[config.mk]
export PLATFORM = sky130hd
export DESIGN_NAME = jc_phase_stepper
export DESIGN_NICKNAME = d
export VERILOG_FILES = /design/src/rtl/jc_clk_pkg.sv /design/src/rtl/jc_quarter_gen.sv /design/src/rtl/jc_phase_stepper.sv
export SDC_FILE = /design/constraint.sdc
export NUM_CORES = 1
export LEC_CHECK = 0
export ABC_AREA = 1
export CAP_MARGIN = 20
export CORE_MARGIN = 4
export CORE_UTILIZATION = 30
export CTS_CLUSTER_SIZE = 25
export DETAILED_ROUTE_END_ITERATION = 10
export GPL_TIMING_DRIVEN = 0
export PLACE_DENSITY_LB_ADDON = 0.12
export SLEW_MARGIN = 20
export SYNTH_ARGS = -nofsm -noshare
export SYNTH_HDL_FRONTEND = slang
export SYNTH_SLANG_ARGS = --single-unit
[constraint.sdc]
create_clock -name clk -period 3.2 [get_ports clk]
set_input_delay 0.64 -clock clk [delete_from_list [all_inputs] [get_ports clk]]
set_output_delay 0.64 -clock clk [all_outputs]
set_load 0.1 [all_outputs]
[src/rtl/jc_clk_pkg.sv]
// Shared definitions for the four-phase CPU clock: quarter encoding and the
// per-quarter levels of the clk and clkd phases.
package jc_clk_pkg;

   typedef enum logic [1:0] {
      Q0 = 2'd0,
      Q1 = 2'd1,
      Q2 = 2'd2,
      Q3 = 2'd3
   } quarter_t;

   // Bit n is the level of the phase during quarter n.
   localparam logic [3:0] CLK_Q  = 4'b0011;
   localparam logic [3:0] CLKD_Q = 4'b0110;

   function automatic quarter_t quarter_inc(input quarter_t q);
      return quarter_t'(q + 2'd1);
   endfunction

endpackage

[src/rtl/jc_quarter_gen.sv]
// Quarter-phase prescaler and quarter counter. Exposes the current and next
// quarter so the top level can decode its outputs from next-state values.
module jc_quarter_gen
   import jc_clk_pkg::*;
#(
   parameter int PHASE_DIV = 1
) (
   input  logic     clk,
   input  logic     reset,
   input  logic     i_en,
   output quarter_t o_q,
   output quarter_t o_q_next,
   output logic     o_tick
);

   localparam int            CW      = (PHASE_DIV > 1) ? $clog2(PHASE_DIV) : 1;
   localparam logic [CW-1:0] CNT_MAX = CW'(PHASE_DIV - 1);

   logic [CW-1:0] r_cnt;
   logic [CW-1:0] w_cnt_next;
   quarter_t      r_q;

   always_comb begin
      w_cnt_next = r_cnt;
      o_q_next   = r_q;
      o_tick     = 1'b0;
      if (i_en) begin
         if (r_cnt == CNT_MAX) begin
            o_tick     = 1'b1;
            w_cnt_next = '0;
            o_q_next   = quarter_inc(r_q);
         end else begin
            w_cnt_next = r_cnt + CW'(1);
         end
      end
   end

   always_ff @(posedge clk) begin
      if (reset) begin
         r_cnt <= '0;
         r_q   <= Q0;
      end else begin
         r_cnt <= w_cnt_next;
         r_q   <= o_q_next;
      end
   end

   assign o_q = r_q;

endmodule

[src/rtl/jc_phase_stepper.sv]
// Four-phase CPU clock and one-hot step sequencer with prescaler, early wrap
// on last, and stall. All outputs are registered from next-state values.
module jc_phase_stepper
   import jc_clk_pkg::*;
#(
   parameter int NSTEPS    = 6,
   parameter int PHASE_DIV = 1
) (
   input  logic                      clk,
   input  logic                      reset,
   input  logic                      stall,
   input  logic                      last,
   output logic                      o_clk,
   output logic                      o_clkd,
   output logic                      o_clke,
   output logic                      o_clks,
   output logic [NSTEPS-1:0]         step,
   output logic [$clog2(NSTEPS)-1:0] step_idx,
   output logic                      cyc_start
);

   localparam int            SW     = $clog2(NSTEPS);
   localparam logic [SW-1:0] S_LAST = SW'(NSTEPS - 1);

   logic              r_started;
   logic [SW-1:0]     r_s;
   logic [SW-1:0]     w_s_next;
   logic              w_en;
   logic              w_tick;
   logic              w_adv;
   logic              w_wrap;
   logic              w_cyc_next;
   logic [NSTEPS-1:0] w_step_next;
   quarter_t          w_q;
   quarter_t          w_q_next;

   // The first unstalled edge after reset re-enters step 1 / quarter 0 instead
   // of advancing, so that cycle carries cyc_start like every later wrap.
   assign w_en = r_started & ~stall;

   jc_quarter_gen #(
      .PHASE_DIV (PHASE_DIV)
   ) u_qgen (
      .clk      (clk),
      .reset    (reset),
      .i_en     (w_en),
      .o_q      (w_q),
      .o_q_next (w_q_next),
      .o_tick   (w_tick)
   );

   always_comb begin
      w_wrap   = last | (r_s == S_LAST);
      w_adv    = w_tick & (w_q == Q3);
      w_s_next = r_s;
      if (w_adv) begin
         w_s_next = w_wrap ? '0 : r_s + SW'(1);
      end
      w_cyc_next = (~r_started & ~stall) | (w_adv & w_wrap);
   end

   generate
      for (genvar gi = 0; gi < NSTEPS; gi++) begin : g_step
         assign w_step_next[gi] = (w_s_next == SW'(gi));
      end
   endgenerate

   always_ff @(posedge clk) begin
      if (reset) begin
         r_started <= 1'b0;
         r_s       <= '0;
         o_clk     <= 1'b1;
         o_clkd    <= 1'b0;
         o_clke    <= 1'b1;
         o_clks    <= 1'b0;
         step      <= NSTEPS'(1);
         step_idx  <= '0;
         cyc_start <= 1'b0;
      end else begin
         r_started <= r_started | ~stall;
         r_s       <= w_s_next;
         o_clk     <= CLK_Q[w_q_next];
         o_clkd    <= CLKD_Q[w_q_next];
         o_clke    <= CLK_Q[w_q_next] | CLKD_Q[w_q_next];
         o_clks    <= CLK_Q[w_q_next] & CLKD_Q[w_q_next];
         step      <= w_step_next;
         step_idx  <= w_s_next;
         cyc_start <= w_cyc_next;
      end
   end

endmodule
==> results.md <==
- Mapped Cells: 87
- CP cell instances: clkdlybuf4s50_1
- Clock share of power: 29.8%
- Peak Freq: 397 MHz
- Worst Path Max Fanout: 6
- Commonest non-fill, non-tap cell in the layout: inv_1
- Xor/xnor share of the synthesized area: 1.25%
- Die Ht: 56.3 um
- Pre-CTS WS: 0.994 ns
- Port Buffer Count: 16
- Pint: 278 uW
- Later-pin clock latency in the skew report: 0.29 ns
- Share of cells above drive strength 1: 14.0%
- Top cells by area, synth: dfxtp_1, inv_1, ha_1
- Mux contribution to synthesized area: 0%
- ANT nets after route: 0
- Max-cap viol count: 0
- Yosys warns: 0
- I/O pin total: 18
- PD cells: 421 nW/um^2
- R2r endpoint: step[0]
- #FFs+latches synth: 17
- Slew HR: 35.0%
- Register area: 340 sq um
- Largest family of logic cells by synthesized area: simple AND/OR/NAND/NOR gates
- Initial Utilization: 31.7%
- Sequential area share after synthesis: 48.6%
- Router iterations before antenna repair: 2
- Overall Power: 388 uW
- Seq pwr share: 56.6%
- Die X-Extent: 56.3 um
- Instance count on the critical path: 1
- Crit path arrival time: 1.88 ns
- Total Wirelength: 1190 um
- Critical Path Sink: step_idx[2]
- Worst Setup SP: r_s[2]
- Final period utilization: 78.7%
- Least-Margin Pin Slew: 0.972 ns
- Area leader, netlist: dfxtp_1
- Number of global-route vias before repair: 528
- Status: complete, no violations
- Placeable Area: 2210 sq um
- Slowest cell delay on critical path: 1.17 ns
- Vias per cell: 4.05
- # setup viols final: 0
- Fill count: 241
- Post-CTS setup buffers: 0
- Unique cell type count in the Yosys netlist: 16
- Commonest cells after routing, fill and taps aside: inv_1, dfxtp_1, clkdlybuf4s50_1
- Slew Viols, Final: 0
- Power share of the combinational group: 13.6%
- Reported net switching power: 111 uW
- Kind of critical path: register to primary output
- Worst Skew: 0.00553 ns
- CTS H-tree lvls: 1
- Area share of fa/ha/maj cells after synthesis: 8.93%
- Peak VDD IR: 0.262 mV
- Layout net count: 117
- # clock sinks: 17
- Initial antenna violation count: 0
- CP max-delay cell: clkdlybuf4s50_1
- DR WL/cell: 8.82 um
- Total Routing Usage GR: 8.27%
- Worst reg-to-reg path cell count: 10
- Hold buffers post-CTS: 0
- Area of the multi-input gates: 285 sq um
- Root buffer cell: clkbuf_4
- Buf+Inv Stages, Crit Path: 1
- Residual DRC: 0
- Die area: 3170 sq um
- Clock-pin slew on the worst setup and hold paths: 0.10 ns
- First DRT Iteration DRCs: 2
- Detailed placer's ending HPWL: 974 um
- Syn Nets: 96
- # diodes: 0
- Startpoint type of the worst setup path: register
- Largest net degree at the start of global routing: 11
- Tmin final: 2.52 ns
- Simple-gate share of the synthesized area: 27.7%
- Area Growth Syn to Fin: 31.8%
- Setup_tns: 0 ns
- Sw Ratio: 28.5%
- Top delay family on crit path: buffers and inverters
- Worst r2r src: r_s[1]
- R2R setup slack: 1.91 ns
- RSZ-0062 raised after global routing: no
- CP Capture Type: primary output
- CTS tree: built
- Cell Rows: 17
- Grt total ovfl: 0
- Total CTS buffers: 3
- Avg Inst Size Synth: 8.05 sq um
- Area of the mapped netlist: 701 sq um
- Yosys top cell area share: 48.6%
- Final Hold Fails: 0
- Synth Area in Compound Gates: 2.86%
- Hold crit path type: register to register
- Via count: 547
- Global-route wire length before repair: 2020 um
- Setup ws final: 0.682 ns
- GPL Wtd Cong: 0.761
- Max clock buf depth: 2
- Required time of the critical path: 2.56 ns
- Post-cts sizing count: 0
- Leakage: 0.445 nW
final cells by class:
type / instances / area share (%)
flip-flops and latches: 17 / 36.9
inverters: 19 / 7.72
well taps: 28 / 3.79
multi-input cells: 50 / 30.9
repair buffers: 16 / 17.3
clock buffers: 3 / 2.44
clock inverters: 1 / 0.542
plain buffers: 1 / 0.407
logic make-up after synthesis:
kind of cell	Yosys count
flip-flops	17
XOR/XNOR	1
AO/OA/AOI/OAI	3
adder cells (fa/ha/maj)	5
buffers and inverters	20
AND/OR/NAND/NOR	41
power by group through the flow:
| stage | logic (mW) | clock network [mW] | registers, mW |
|---|---|---|---|
| after floorplan | 0.0158 | 0 | 0.250 |
| after global placement | 0.0539 | 0 | 0.225 |
| after detailed placement | 0.0536 | 0 | 0.225 |
| after CTS | 0.0538 | 0.120 | 0.220 |
| after global routing | 0.0574 | 0.126 | 0.221 |
| final | 0.0530 | 0.116 | 0.220 |
cells in the mapped netlist, drive strengths merged:
library cell  count
a21oi             1
inv              19
nor2             16
and2              1
dfxtp            17
o21ai             1
clkbuf            1
nand3             4
xor2              1
o22ai             1
nand2            20
ha                5
worst min path at each step:
stage,startpoint,endpoint,slack (ns),cells after the start
final,r_started,r_started,0.54,2
after global routing,r_started,r_started,0.57,2
after CTS,r_started,r_started,0.55,2
after detailed placement,r_started,r_started,0.54,2
after global placement,r_started,r_started,0.53,2
after floorplan,u_qgen.o_q[0],u_qgen.o_q[0],0.50,2
registers in the layout (all words and copies together), names as in the netlist:
name,flops
step,6
r_s,3
u_qgen.o_q,2
cyc_start,1
o_clk,1
o_clkd,1
o_clke,1
o_clks,1
r_started,1
stage by stage:
step	instance area, sq um	hold slack, ns	instances	utilization (%)
after floorplan	701	0.501	87	-
after global placement	896	0.530	131	40.5
after detailed placement	896	0.538	131	40.5
after CTS	923	0.554	135	41.7
after global routing	923	0.574	135	41.7
final	923	0.543	135	41.7
metal layers:
metal / vias up / wire (um) / track usage [%]
met3: 2 / 62 / 2.53
met2: 8 / 620 / 14.2
met4: 0 / 13 / 7.46
met1: 243 / 495 / 7.80
li1: 294 / - / -
met5: - / 0 / 0
Power figures use the tool's default switching activity.
